$ cat src/rtl/iir_biquad_mc_pkg.sv
// Shared types and Q-format helpers for the multi-channel biquad section.
package iir_pkg;

  typedef enum logic [1:0] {IDLE, MAC, OUT} state_e;
  typedef enum logic [2:0] {B0, B1, B2, A1, A2} coef_idx_e;

  localparam int NUM_TAPS = 5;
  localparam int DEF_DW   = 16;
  localparam int DEF_IW   = 18;
  localparam int DEF_CW   = 18;

  // Unity gain in a Q2.(cw-2) coefficient.
  function automatic longint coef_one(input int cw);
    return longint'(1) <<< (cw - 2);
  endfunction

  function automatic longint sat_max(input int w);
    return (longint'(1) <<< (w - 1)) - 1;
  endfunction

  function automatic longint sat_min(input int w);
    return -(longint'(1) <<< (w - 1));
  endfunction

endpackage

$ cat src/rtl/iir_biquad_mc_mac_sat_acc.sv
// Shared saturating MAC: signed product accumulated at full precision, then rounded to IW and clipped.
module mac_sat_acc
  import iir_pkg::*;
#(
  parameter int IW = DEF_IW,
  parameter int CW = DEF_CW
) (
  input  logic                 clk_i,
  input  logic                 i_clr,
  input  logic                 i_en,
  input  logic                 i_sub,
  input  logic signed [IW-1:0] i_a,
  input  logic signed [CW-1:0] i_b,
  output logic signed [IW-1:0] o_y,
  output logic                 o_sat
);

  localparam int PW    = IW + CW;
  localparam int ACC_W = IW + CW + 3;
  localparam logic signed [ACC_W-1:0] ACC_MAX = ACC_W'(sat_max(IW));
  localparam logic signed [ACC_W-1:0] ACC_MIN = ACC_W'(sat_min(IW));
  localparam logic signed [ACC_W-1:0] RND     = ACC_W'(longint'(1) <<< (CW - 3));

  logic signed [PW-1:0]    w_prod;
  logic signed [ACC_W-1:0] w_term;
  logic signed [ACC_W-1:0] r_acc;

  // Round half up, then drop the coefficient fraction bits.
  function automatic logic signed [ACC_W-1:0] round_shift(input logic signed [ACC_W-1:0] a);
    logic signed [ACC_W-1:0] t;
    t = a + RND;
    return t >>> (CW - 2);
  endfunction

  function automatic logic signed [IW-1:0] saturate(input  logic signed [ACC_W-1:0] v,
                                                    output logic                    clip);
    clip = 1'b0;
    if (v > ACC_MAX) begin
      clip = 1'b1;
      return IW'(ACC_MAX);
    end
    if (v < ACC_MIN) begin
      clip = 1'b1;
      return IW'(ACC_MIN);
    end
    return IW'(v);
  endfunction

  assign w_prod = PW'(i_a) * PW'(i_b);
  assign w_term = i_sub ? -ACC_W'(w_prod) : ACC_W'(w_prod);

  // Accumulator stage
  always_ff @(posedge clk_i) begin
    if (i_clr)
      r_acc <= '0;
    else if (i_en)
      r_acc <= r_acc + w_term;
  end

  // Round / saturate stage (combinational off the accumulator)
  always_comb begin
    logic clip;
    o_y   = saturate(round_shift(r_acc), clip);
    o_sat = clip;
  end

endmodule

$ cat src/rtl/iir_biquad_mc.sv
// Time-multiplexed direct-form-I biquad for NUM_CH interleaved channels with run-time coefficients.
module iir_biquad_mc
  import iir_pkg::*;
#(
  parameter int NUM_CH = 4,
  parameter int DW     = DEF_DW,
  parameter int IW     = DEF_IW,
  parameter int CW     = DEF_CW,
  parameter int CHW    = (NUM_CH > 1) ? $clog2(NUM_CH) : 1
) (
  input  logic                 clk_i,
  input  logic                 reset_i,
  input  logic                 clear_i,
  input  logic                 in_valid_i,
  output logic                 in_ready_o,
  input  logic [CHW-1:0]       in_ch_i,
  input  logic signed [DW-1:0] data_i,
  output logic                 out_valid_o,
  input  logic                 out_ready_i,
  output logic [CHW-1:0]       out_ch_o,
  output logic signed [DW-1:0] data_o,
  output logic                 sat_o,
  input  logic                 cfg_we_i,
  output logic                 cfg_ready_o,
  input  logic [CHW-1:0]       cfg_ch_i,
  input  logic [2:0]           cfg_idx_i,
  input  logic signed [CW-1:0] cfg_data_i
);

  localparam logic signed [CW-1:0] ONE = CW'(coef_one(CW));

  state_e r_state, w_state_d;
  logic [2:0]           r_cnt;
  logic [CHW-1:0]       r_ch;
  logic signed [IW-1:0] r_x;
  logic signed [CW-1:0] r_coef [NUM_CH][NUM_TAPS];
  logic signed [IW-1:0] r_x1 [NUM_CH];
  logic signed [IW-1:0] r_x2 [NUM_CH];
  logic signed [IW-1:0] r_y1 [NUM_CH];
  logic signed [IW-1:0] r_y2 [NUM_CH];

  logic                 w_accept, w_start, w_acc_en, w_enter_out, w_cfg_wr;
  logic                 w_in_ch_ok, w_cfg_ch_ok, w_sub, w_sat;
  logic signed [IW-1:0] w_x_ext, w_op_a, w_y;
  logic signed [CW-1:0] w_op_b;

  assign in_ready_o  = (r_state == IDLE);
  assign cfg_ready_o = (r_state == IDLE);
  assign out_valid_o = (r_state == OUT);
  assign w_in_ch_ok  = (32'(in_ch_i) < NUM_CH);
  assign w_cfg_ch_ok = (32'(cfg_ch_i) < NUM_CH);
  assign w_cfg_wr    = cfg_we_i & cfg_ready_o & w_cfg_ch_ok;
  assign w_x_ext     = IW'(data_i) <<< (IW - DW);

  // Control: r_cnt 0..4 issues one tap per cycle, r_cnt 5 lets the rounded result settle.
  always_comb begin
    w_state_d   = r_state;
    w_accept    = 1'b0;
    w_start     = 1'b0;
    w_acc_en    = 1'b0;
    w_enter_out = 1'b0;
    case (r_state)
      IDLE: begin
        if (in_valid_i) begin
          w_accept = 1'b1;
          if (w_in_ch_ok) begin
            w_start   = 1'b1;
            w_state_d = MAC;
          end
        end
      end
      MAC: begin
        w_acc_en = (r_cnt < 3'd5);
        if (r_cnt == 3'd5) begin
          w_enter_out = 1'b1;
          w_state_d   = OUT;
        end
      end
      OUT:     if (out_ready_i) w_state_d = IDLE;
      default: w_state_d = IDLE;
    endcase
    if (clear_i) begin
      w_state_d   = IDLE;
      w_accept    = 1'b0;
      w_start     = 1'b0;
      w_acc_en    = 1'b0;
      w_enter_out = 1'b0;
    end
  end

  always_comb begin
    w_op_a = r_x;
    w_op_b = r_coef[r_ch][0];
    w_sub  = 1'b0;
    case (r_cnt)
      3'd1: begin w_op_a = r_x1[r_ch]; w_op_b = r_coef[r_ch][1]; end
      3'd2: begin w_op_a = r_x2[r_ch]; w_op_b = r_coef[r_ch][2]; end
      3'd3: begin w_op_a = r_y1[r_ch]; w_op_b = r_coef[r_ch][3]; w_sub = 1'b1; end
      3'd4: begin w_op_a = r_y2[r_ch]; w_op_b = r_coef[r_ch][4]; w_sub = 1'b1; end
      default: ;
    endcase
  end

  mac_sat_acc #(.IW(IW), .CW(CW)) u_mac (
    .clk_i (clk_i),
    .i_clr (w_start),
    .i_en  (w_acc_en),
    .i_sub (w_sub),
    .i_a   (w_op_a),
    .i_b   (w_op_b),
    .o_y   (w_y),
    .o_sat (w_sat)
  );

  // Input sample register (data only, no reset needed)
  always_ff @(posedge clk_i) begin
    if (w_accept) r_x <= w_x_ext;
  end

  // State, output, history and coefficient registers
  always_ff @(posedge clk_i or negedge reset_i) begin
    if (!reset_i) begin
      r_state  <= IDLE;
      r_cnt    <= '0;
      r_ch     <= '0;
      out_ch_o <= '0;
      data_o   <= '0;
      sat_o    <= 1'b0;
      for (int c = 0; c < NUM_CH; c++) begin
        r_x1[c] <= '0;
        r_x2[c] <= '0;
        r_y1[c] <= '0;
        r_y2[c] <= '0;
        for (int k = 0; k < NUM_TAPS; k++)
          r_coef[c][k] <= (k == 0) ? ONE : '0;
      end
    end else begin
      r_state <= w_state_d;
      if (w_start) begin
        r_cnt <= '0;
        r_ch  <= in_ch_i;
      end else if (r_state == MAC) begin
        r_cnt <= r_cnt + 3'd1;
      end
      if (w_enter_out) begin
        out_ch_o   <= r_ch;
        data_o     <= DW'(w_y >>> (IW - DW));
        sat_o      <= w_sat;
        r_x1[r_ch] <= r_x;
        r_x2[r_ch] <= r_x1[r_ch];
        r_y1[r_ch] <= w_y;
        r_y2[r_ch] <= r_y1[r_ch];
      end
      if (clear_i) begin
        for (int c = 0; c < NUM_CH; c++) begin
          r_x1[c] <= '0;
          r_x2[c] <= '0;
          r_y1[c] <= '0;
          r_y2[c] <= '0;
        end
      end
      if (w_cfg_wr) begin
        case (coef_idx_e'(cfg_idx_i))
          B0:      r_coef[cfg_ch_i][0] <= cfg_data_i;
          B1:      r_coef[cfg_ch_i][1] <= cfg_data_i;
          B2:      r_coef[cfg_ch_i][2] <= cfg_data_i;
          A1:      r_coef[cfg_ch_i][3] <= cfg_data_i;
          A2:      r_coef[cfg_ch_i][4] <= cfg_data_i;
          default: ;
        endcase
      end
    end
  end

endmodule
$ cat config.mk
export PLATFORM = sky130hd
export DESIGN_NAME = iir_biquad_mc
export DESIGN_NICKNAME = d
export VERILOG_FILES = /design/src/rtl/iir_biquad_mc_pkg.sv /design/src/rtl/iir_biquad_mc_mac_sat_acc.sv /design/src/rtl/iir_biquad_mc.sv
export SDC_FILE = /design/constraint.sdc
export NUM_CORES = 2
export LEC_CHECK = 0
export CAP_MARGIN = 20
export CORE_MARGIN = 1
export CORE_UTILIZATION = 40
export CTS_CLUSTER_SIZE = 10
export DETAILED_ROUTE_END_ITERATION = 8
export PLACE_DENSITY = 0.66
export REMOVE_ABC_BUFFERS = 1
export SYNTH_ARGS = -nofsm -noshare
export SYNTH_HDL_FRONTEND = slang
export SYNTH_HIERARCHICAL = 1
export SYNTH_SLANG_ARGS = --single-unit
$ cat constraint.sdc
create_clock -name clk_i -period 19.2 [get_ports clk_i]
set_input_delay 4.8 -clock clk_i [delete_from_list [all_inputs] [get_ports clk_i]]
set_output_delay 4.8 -clock clk_i [all_outputs]
set_load 0.01 [all_outputs]
==> results.toml <==
[run_status]
status = "finished clean"

[placement]
dp_slack_ns = 6.206
dp_cells = 5458
port_buffers = 68
place.gp.congestion = 0.8502
dpl.hpwl_um = 80160

[detailed_routing]
drt-vias-per-instance = 5.693
first_pass_iters = 5
drt_iter0_drc = 2178
drc = 0
antenna_left = 0
via_count = 31790
routedWlPerCell_um = 21.93
wirelength_um = 122500

[logic_synthesis]
synthCells = 4065
synth-edff-count = 16
synth_area_leader_cell = "dfrtp_1"
synth_area_leaders = "dfrtp_1 (35%), fa_1 (14%), mux2_2 (8.8%)"
avgSynthCellArea_um2 = 11.62
yosysTopAreaCellShare_pct = 34.85
synth_area_um2 = 47250
ys_seq_area_share_pct = 37.74
synth.ff_latch_count = 717
synth_ff_type = "dfrtp_1"
synth.distinct_cells = 97
synthArstFlopShare_pct = 92.33
ys_warn_count = 6

[floorplanning]
die_w_um = 345.7
dieArea_um2 = 119500
initial_core_util_pct = 40.50
rows = 125
num_io_pins = 69
core_um2 = 116700
die_h_um = 345.7

[timing]
finalCritPeriodShare_pct = 67.90
period_minus_slack_ns = 13.04
setup_ws_ns = 6.163
slew_headroom_pct = 22.68
fmax_mhz = 76.70
hold_viol = 0
slew_violations = 0
fin_setup_tns_ns = 0
setup_viol = 0
rsz0062_at_grt = "false"
tightest_slew_ns = 1.160
skew_ns = 0.03031

[cts]
cts_sinks = 717
cts.clk_slew.worst_paths_ns = 0.06
worstSkewPairLatency_ns = 0.64
tritoncts = "built"
hold_buffers = 0
cts-resized-gates = 0
clock_path_buffers = 3
cts_root_buf = "clkbuf_16"
post-cts-setup-buffers = 0
cts_buffers = 83
cts_max_level = 3

[critical_path]
arrival_ns = 13.56
critPathKind = "flip-flop to flip-flop"
cpPeakStageDelay_ns = 0.97
cp-end-kind = "flip-flop"
critPathTopFamily = "adder cells"
cp.required_ns = 19.72
critPathBufInv = 7
cp_slowest_cell = "a31oi_2"
crit_fanout = 42
startpoint_type = "flip-flop"
cp_common_cell = "fa_1"

[hold_path]
hold_class = "flip-flop to flip-flop"

[grt]
grt_max_degree = 178
grt_remaining_overflow = 0
grt_pass1_wl_um = 194600
track_usage_pct = 20.64
antenna_found_initial = 3
grt_pass1_vias = 33290

[cells_and_area]
drive_gt1_share_pct = 18.55
instances_no_fill = 5584
final_cell_mix = "dfrtp_1 (656), inv_1 (385), mux2_2 (369), fa_1 (330), a22o_1 (279)"
final_nets = 4541
syn2layout_area_growth_pct = 9.965
final_common_cell = "dfrtp_1"
fillers = 10720

[run]
maxCapViolations = 0
[worst reg2reg max path, delay by kind of cell, from the launching register on]
kind | cells | cell delay, ns
XOR/XNOR | 2 | 0.43
flip-flops | 1 | 0.72
AO/OA/AOI/OAI | 12 | 3.71
adder cells (fa/ha/maj) | 8 | 3.72
multiplexers | 3 | 0.94
AND/OR/NAND/NOR | 7 | 1.64
buffers and inverters | 7 | 1.76
[cells in the mapped netlist, types with 77 or more instances]
library cell,instances
mux4_2,98
dfrtp_1,658
a22o_1,279
nor2_1,144
mux2i_1,135
inv_1,385
fa_1,330
and2_1,167
xnor2_1,77
nand2_1,254
ha_1,141
mux2_2,369
clkbuf_1,196
[metrics by stage]
step,area (um^2),util [%],hold WS (ns)
4_1_cts,51910,44.49,0.4847
6_report,51960,44.53,0.4860
5_1_grt,51960,44.53,0.5079
2_1_floorplan,46090,-,0.4430
3_5_place_dp,49550,42.46,0.4682
3_3_place_gp,49420,42.36,0.4574
[final timing paths]
| kind | slack [ns] | to | cells past startpoint | start |
|---|---|---|---|---|
| worst max-delay path | 6.16 | u_mac/r_acc[38] | 39 | r_ch[0] |
| worst min-delay path | 0.49 | r_x2[19] | 1 | r_x2[19] |
| worst max register to register | 6.16 | u_mac/r_acc[38] | 39 | r_ch[0] |
| worst min register to register | 0.49 | r_x2[19] | 1 | r_x2[19] |
| max in group asynchronous | 11.81 | r_y1[32] | 4 | reset_i |
| min in group asynchronous | 4.25 | r_coef[176] | 1 | reset_i |
[state kept, by name, summed over array words and instances, names as in the netlist, 2 cells and up]
name and cells:
data_o 16, out_ch_o 2, r_ch 2, r_x1 64, r_coef 360, r_x 16
u_mac/r_acc 39, r_state 2, r_cnt 3, r_x2 68, r_y2 72, r_y1 72
[layout make-up]
| type | count | area, um^2 | share of cell area, % |
|---|---|---|---|
| flip-flops and latches | 717 | 17840 | 34.33 |
| clock buffers | 112 | 2237 | 4.306 |
| multi-input cells | 2689 | 27050 | 52.05 |
| repair buffers | 147 | 1356 | 2.610 |
| well taps | 1524 | 1907 | 3.670 |
| inverters | 385 | 1445 | 2.781 |
| clock inverters | 9 | 125.1 | 0.2408 |
| diodes | 1 | 2.502 | 0.004816 |
[cell families (layout without fill, tap and decap cells)]
| logic type | Yosys count | count (layout) | synth area share [%] |
|---|---|---|---|
| buffers and inverters | 659 | 653 | 5.521 |
| muxes | 625 | 625 | 17.03 |
| DFF | 717 | 717 | 37.74 |
| xor gates and xnor gates | 116 | 116 | 2.150 |
| adders and majority gates | 471 | 471 | 17.72 |
| other | 0 | 1 | 0 |
| and+or+nand+nor | 795 | 795 | 8.786 |
| AOI/OAI and AO/OA | 682 | 682 | 11.06 |
[layer usage]
metal / GRT usage [%] / share of wire, % / up-vias
met5: 0 / 0.015 / -
met1: 28.33 / 44 / 16680
met2: 33.22 / 47 / 907
li1: - / - / 14030
met4: 5.424 / 2.3 / 4
met3: 4.217 / 6.6 / 169
Power is not shown: default switching activity piles up to over one toggle a cycle in this logic, so the estimate is an artifact.
